[config.mk]
export PLATFORM = sky130hd
export DESIGN_NAME = arr_bank_arb
export DESIGN_NICKNAME = d
export VERILOG_FILES = /design/src/rtl/arr_bank_arb.sv
export SDC_FILE = /design/constraint.sdc
export NUM_CORES = 1
export LEC_CHECK = 0
export ABC_AREA = 1
export CAP_MARGIN = 20
export CELL_PAD_IN_SITES_DETAIL_PLACEMENT = 0
export CELL_PAD_IN_SITES_GLOBAL_PLACEMENT = 1
export CORE_MARGIN = 10
export CORE_UTILIZATION = 38
export CTS_BUF_LIST = sky130_fd_sc_hd__clkbuf_16
export CTS_CLUSTER_SIZE = 40
export DETAILED_ROUTE_END_ITERATION = 10
export PLACE_DENSITY_LB_ADDON = 0.1
export RECOVER_POWER = 50
export SYNTH_ARGS = -nofsm -noshare
export SYNTH_HDL_FRONTEND = slang
export SYNTH_SLANG_ARGS = --single-unit
export TNS_END_PERCENT = 30
[constraint.sdc]
create_clock -name clk -period 12.2 [get_ports clk]
set_input_delay 2.44 -clock clk [delete_from_list [all_inputs] [get_ports clk]]
set_output_delay 2.44 -clock clk [all_outputs]
set_load 0.1 [all_outputs]
[src/rtl/arr_bank_arb.sv]
// Single synchronous RAM shared by NPORTS round-robin datapath ports and an overriding host port,
// with optional post-reset zero-fill, address range checking and per-port read-valid tagging.
module arr_bank_arb #(
    parameter int DATA_W        = 64,
    parameter int DEPTH         = 2,
    parameter int ADDR_W        = 1,
    parameter int NPORTS        = 2,
    parameter int INIT_ON_RESET = 1
) (
    input  logic                     clk,
    input  logic                     rst_n,
    input  logic                     ctrl_sel,
    input  logic                     ctrl_we,
    input  logic [ADDR_W-1:0]        ctrl_addr,
    input  logic [DATA_W-1:0]        ctrl_wdata,
    output logic [DATA_W-1:0]        ctrl_rdata,
    output logic                     ctrl_rvalid,
    input  logic [NPORTS-1:0]        core_req,
    input  logic [NPORTS-1:0]        core_we,
    input  logic [NPORTS*ADDR_W-1:0] core_addr,
    input  logic [NPORTS*DATA_W-1:0] core_wdata,
    output logic [NPORTS-1:0]        core_gnt,
    output logic [DATA_W-1:0]        core_rdata,
    output logic [NPORTS-1:0]        core_rvalid,
    output logic                     init_busy,
    output logic                     addr_err
);

    localparam int PTR_W = (NPORTS > 1) ? $clog2(NPORTS) : 1;
    localparam logic [ADDR_W:0] DEPTH_V  = (ADDR_W+1)'(DEPTH);
    localparam logic [PTR_W:0]  NPORTS_V = (PTR_W+1)'(NPORTS);

    typedef enum logic {ST_INIT, ST_RUN} state_t;

    state_t              state_q, state_d;
    logic [ADDR_W-1:0]   cnt_q, cnt_d;
    logic [PTR_W-1:0]    rr_q, rr_d;
    logic [DATA_W-1:0]   mem [DEPTH];

    logic [DATA_W-1:0]   ctrl_rdata_q, core_rdata_q;
    logic                ctrl_rvalid_q, addr_err_q;
    logic [NPORTS-1:0]   core_rvalid_q;

    logic                acc_en, acc_we, acc_host, found, in_range;
    logic [ADDR_W-1:0]   acc_addr;
    logic [DATA_W-1:0]   acc_wdata, rd_word;
    logic [NPORTS-1:0]   gnt;
    logic [PTR_W-1:0]    idx;
    logic [PTR_W:0]      sum, nxt;

    always_comb begin
        state_d   = state_q;
        cnt_d     = cnt_q;
        rr_d      = rr_q;
        gnt       = '0;
        acc_en    = 1'b0;
        acc_we    = 1'b0;
        acc_host  = 1'b0;
        acc_addr  = '0;
        acc_wdata = '0;
        found     = 1'b0;
        idx       = '0;
        sum       = '0;
        nxt       = '0;
        if (state_q == ST_INIT) begin
            acc_en   = 1'b1;
            acc_we   = 1'b1;
            acc_addr = cnt_q;
            cnt_d    = cnt_q + 1'b1;
            if ({1'b0, cnt_q} == DEPTH_V - 1'b1) begin
                state_d = ST_RUN;
            end
        end else if (ctrl_sel) begin
            acc_en    = 1'b1;
            acc_host  = 1'b1;
            acc_we    = ctrl_we;
            acc_addr  = ctrl_addr;
            acc_wdata = ctrl_wdata;
        end else begin
            // Scan ports starting at the pointer, wrapping modulo NPORTS.
            for (int unsigned k = 0; k < NPORTS; k++) begin
                sum = {1'b0, rr_q} + (PTR_W+1)'(k);
                if (sum >= NPORTS_V) begin
                    sum = sum - NPORTS_V;
                end
                if (!found && core_req[sum[PTR_W-1:0]]) begin
                    found = 1'b1;
                    idx   = sum[PTR_W-1:0];
                end
            end
            if (found) begin
                gnt[idx]  = 1'b1;
                acc_en    = 1'b1;
                acc_we    = core_we[idx];
                acc_addr  = core_addr[idx*ADDR_W +: ADDR_W];
                acc_wdata = core_wdata[idx*DATA_W +: DATA_W];
                nxt       = {1'b0, idx} + 1'b1;
                rr_d      = (nxt >= NPORTS_V) ? '0 : nxt[PTR_W-1:0];
            end
        end
    end

    assign in_range = ({1'b0, acc_addr} < DEPTH_V);
    assign rd_word  = in_range ? mem[acc_addr] : '0;

    always_ff @(posedge clk) begin
        if (rst_n && acc_en && acc_we && in_range) begin
            mem[acc_addr] <= acc_wdata;
        end
    end

    always_ff @(posedge clk) begin
        if (!rst_n) begin
            state_q       <= (INIT_ON_RESET != 0) ? ST_INIT : ST_RUN;
            cnt_q         <= '0;
            rr_q          <= '0;
            core_rvalid_q <= '0;
            ctrl_rvalid_q <= 1'b0;
            core_rdata_q  <= '0;
            ctrl_rdata_q  <= '0;
            addr_err_q    <= 1'b0;
        end else begin
            state_q       <= state_d;
            cnt_q         <= cnt_d;
            rr_q          <= rr_d;
            core_rvalid_q <= '0;
            ctrl_rvalid_q <= 1'b0;
            if (acc_en && !acc_we) begin
                if (acc_host) begin
                    ctrl_rvalid_q <= 1'b1;
                    ctrl_rdata_q  <= rd_word;
                end else begin
                    core_rvalid_q <= gnt;
                    core_rdata_q  <= rd_word;
                end
            end
            if (acc_en && !in_range) begin
                addr_err_q <= 1'b1;
            end
        end
    end

    assign core_gnt    = gnt;
    assign core_rvalid = core_rvalid_q;
    assign core_rdata  = core_rdata_q;
    assign ctrl_rvalid = ctrl_rvalid_q;
    assign ctrl_rdata  = ctrl_rdata_q;
    assign init_busy   = (state_q == ST_INIT);
    assign addr_err    = addr_err_q;

endmodule
==> flow_metrics.py <==
metrics = {
    "placement": {
        "place_hpwl_mm": 27.1,
        "dpl-instance-area_sq_um": 16400,
        "portBuffers": 336,
        "preCtsSetupSlack_ns": 4.36,
        "place_congestion": 0.717,
    },
    "pwr": {
        "vdd_drop_max_v": 0.000111,
        "p_leak_nw": 8.11,
        "powerDensity_nw_per_um2": 144,
        "swShare_pct": 34.4,
        "seqPwrFrac_pct": 42.0,
        "power_frac_comb_pct": 27.3,
        "net-switching-power_mw": 0.854,
        "p_int_mw": 1.62,
        "pwr-share-clk_pct": 30.7,
    },
    "synth": {
        "syn_area_sq_um": 12800,
        "synth_top_area_share_pct": 30.0,
        "synth_cell_type_count": 26,
        "synth_seq_cells": 262,
        "yosys_warnings": 0,
        "yosysTopAreaCell": "edfxtp_1",
        "synth.avg_cell_area_sq_um": 7.48,
        "syn_nets": 1917,
        "netlist_top_cells_area": "edfxtp_1 30%, dfxtp_1 21%, nand2_1 13%",
        "syn-instance-count": 1714,
        "synth_seq_area_share_pct": 50.9,
    },
    "setup_path": {
        "cp_top_family": "buffers and inverters",
        "path_common_cell": "clkdlybuf4s50_1",
        "r2r_end": "core_rdata[11]",
        "worst_ep_arrival_time_ns": 7.30,
        "worst-path-buf-inv": 4,
        "crit_chain": "clkdlybuf4s50_1, nand2_1, nand2_2, clkbuf_1, inv_2, nor2_1, clkdlybuf4s50_1",
        "critPathSlowestCell": "clkbuf_1",
        "required_ns": 9.76,
        "worstSetupStartpointType": "input pin",
        "critical_path_class": "in -> out",
        "r2r_start": "rr_q",
        "crit_fanout": 69,
        "critPathMaxStageDelay_ns": 2.53,
        "end_kind": "output port",
        "cp_num_cells": 7,
        "regToRegSetupSlack_ns": 6.44,
        "ff2ff_path_depth": 10,
    },
    "floorplan": {
        "die_w_um": 204,
        "die_area_sq_um": 41500,
        "start_util_pct": 38.3,
        "die_h_um": 204,
        "rows": 67,
        "io_pins": 338,
        "coreArea_sq_um": 33400,
    },
    "routing": {
        "drtIter0Drc": 615,
        "avgRoutedWirePerCell_um": 17.1,
        "drc": 0,
        "viasPerCell": 4.75,
        "routed_wl_mm": 41.7,
        "vias": 11600,
        "final_antenna_net_count": 0,
        "dr.pass1.iters": 5,
    },
    "sta": {
        "layout_setup_ws_ns": 2.46,
        "maxSlewHeadroom_pct": -141,
        "rsz0062_at_grt": "no",
        "post-route-period-util_pct": 79.8,
        "finalSetupViolCount": 0,
        "finalHoldViolCount": 0,
        "skew_ns": 0.00952,
        "setup_tns_ns": 0,
        "finalMaxSlewViolations": 254,
        "timing.final.crit_period_ns": 9.74,
        "tightest_slew_ns": 3.61,
        "max_freq_mhz": 103,
        "worst_hold_slack_ns": 0.455,
    },
    "clock_tree": {
        "hold_buffers": 0,
        "cts_max_level": 1,
        "tritoncts": "built",
        "cts_sinks": 262,
        "cts_setup_buffers": 0,
        "clkLatencyLatePin_ns": 0.54,
        "clock_path_buffers": 3,
        "path_clk_slew_ns": 0.06,
        "clockRootBuffer": "clkbuf_16",
        "post_cts_resize_count": 0,
        "cts_buffers": 28,
    },
    "min_path": {
        "hp-start": "cnt_q",
        "holdPathEnd": "cnt_q",
        "hold_class": "reg -> reg",
        "hold_depth": 2,
    },
    "cells_and_area": {
        "area_growth_syn_to_layout_pct": 34.2,
        "design_area_sq_um": 17200,
        "final_common_cell": "nand2_1",
        "drive_gt1_share_pct": 3.26,
        "final_nets": 2177,
        "fillers": 3181,
        "final_cell_mix": "455 x nand2_1, 275 x inv_1, 261 x nor2_1",
    },
    "run": {
        "drv_cap": 4,
    },
    "grt": {
        "grt_pass1_vias": 11300,
        "grt_max_degree": 93,
        "groute.usage.overall_pct": 19.3,
        "grt_pass1_wl_mm": 64.3,
        "gr-total-overflow": 0,
        "antenna_found_initial": 3,
    },
    "run_status": {
        "status": "finished with violations",
        "violations": "capacitance limit, slew limit",
    },
}
-- registers in the layout, indices dropped and copies added (netlist names) --
name / flops
ctrl_rvalid: 1
core_rvalid: 2
state_q: 1
mem: 128
rr_q: 1
ctrl_rdata: 64
cnt_q: 1
core_rdata: 64
-- worst min-delay path, delay by kind of cell, from the launching register on --
kind | cells | cell delay (ns)
AOI/OAI and AO/OA | 1 | 0.05
and+or+nand+nor | 1 | 0.05
DFF | 1 | 0.31
-- worst max-delay path by stage --
stage               slack, ns         from          end
floorplan                3.70  core_req[0]    mem[0][0]
global placement         4.34  core_req[0]  core_gnt[0]
detailed placement       4.36  core_req[0]  core_gnt[0]
CTS                      4.34  core_req[0]  core_gnt[0]
global route             2.13  core_req[0]  core_gnt[0]
finish                   2.46  core_req[0]  core_gnt[0]
-- power groups by stage --
stage	clock network [mW]	registers [mW]	logic (mW)
global placement	0	1.06	0.685
detailed placement	0	1.06	0.689
floorplan	0	1.27	0.264
CTS	0.780	1.04	0.691
finish	0.761	1.04	0.677
global route	0.821	1.05	0.738
-- final cells by class --
cell class	instances	area (sq um)	area share (%)
Antenna cell	2	5.00	0.0291
Inverter	269	1010	5.88
Multi-Input combinational cell	1058	4790	27.8
Clock inverter	23	95.1	0.552
Tap cell	448	561	3.26
Sequential cell	262	6530	37.9
Clock buffer	29	726	4.22
Timing Repair Buffer	355	3500	20.3
-- cell families after synthesis --
family                 Yosys count  share of synthesized area [%]
AO/OA/AOI/OAI                  132                           6.40
buffers and inverters          394                           12.1
other                            1                         0.0292
flip-flops                     262                           50.9
AND/OR/NAND/NOR                925                           30.5
-- metal layers --
| metal | GRT usage [%] | share of wire (%) |
|---|---|---|
| met1 | 23.0 | 43 |
| met2 | 34.2 | 49 |
| met3 | 4.85 | 6.0 |
| met4 | 4.53 | 2.1 |
| met5 | 0 | 0.031 |
-- metrics by stage --
| step | total power, mW | utilization (%) | std cells |
|---|---|---|---|
| final | 2.48 | 51.5 | 2446 |
| after global routing | 2.61 | 51.4 | 2445 |
| after CTS | 2.51 | 51.4 | 2443 |
| after detailed placement | 1.75 | 49.0 | 2391 |
| after global placement | 1.74 | 49.0 | 2391 |
| after floorplan | 1.54 | - | 1714 |
-- synthesized netlist by cell type --
cell type	n
or2_2	1
nand4_1	130
dfxtp_1	134
nor2_4	1
inv_1	265
buf_4	2
edfxtp_1	128
nand2_2	1
nand3_2	1
nand3b_1	1
conb_1	1
nor3_1	2
nand3_1	67
nor4_1	1
nor2_1	262
or2_1	1
buf_2	51
clkbuf_1	54
nand2_1	456
buf_6	1
o31ai_1	64
nor3b_1	1
buf_1	17
a21oi_1	66
o21ai_0	2
inv_2	4
Note: power is estimated with default switching activity, not from simulation.
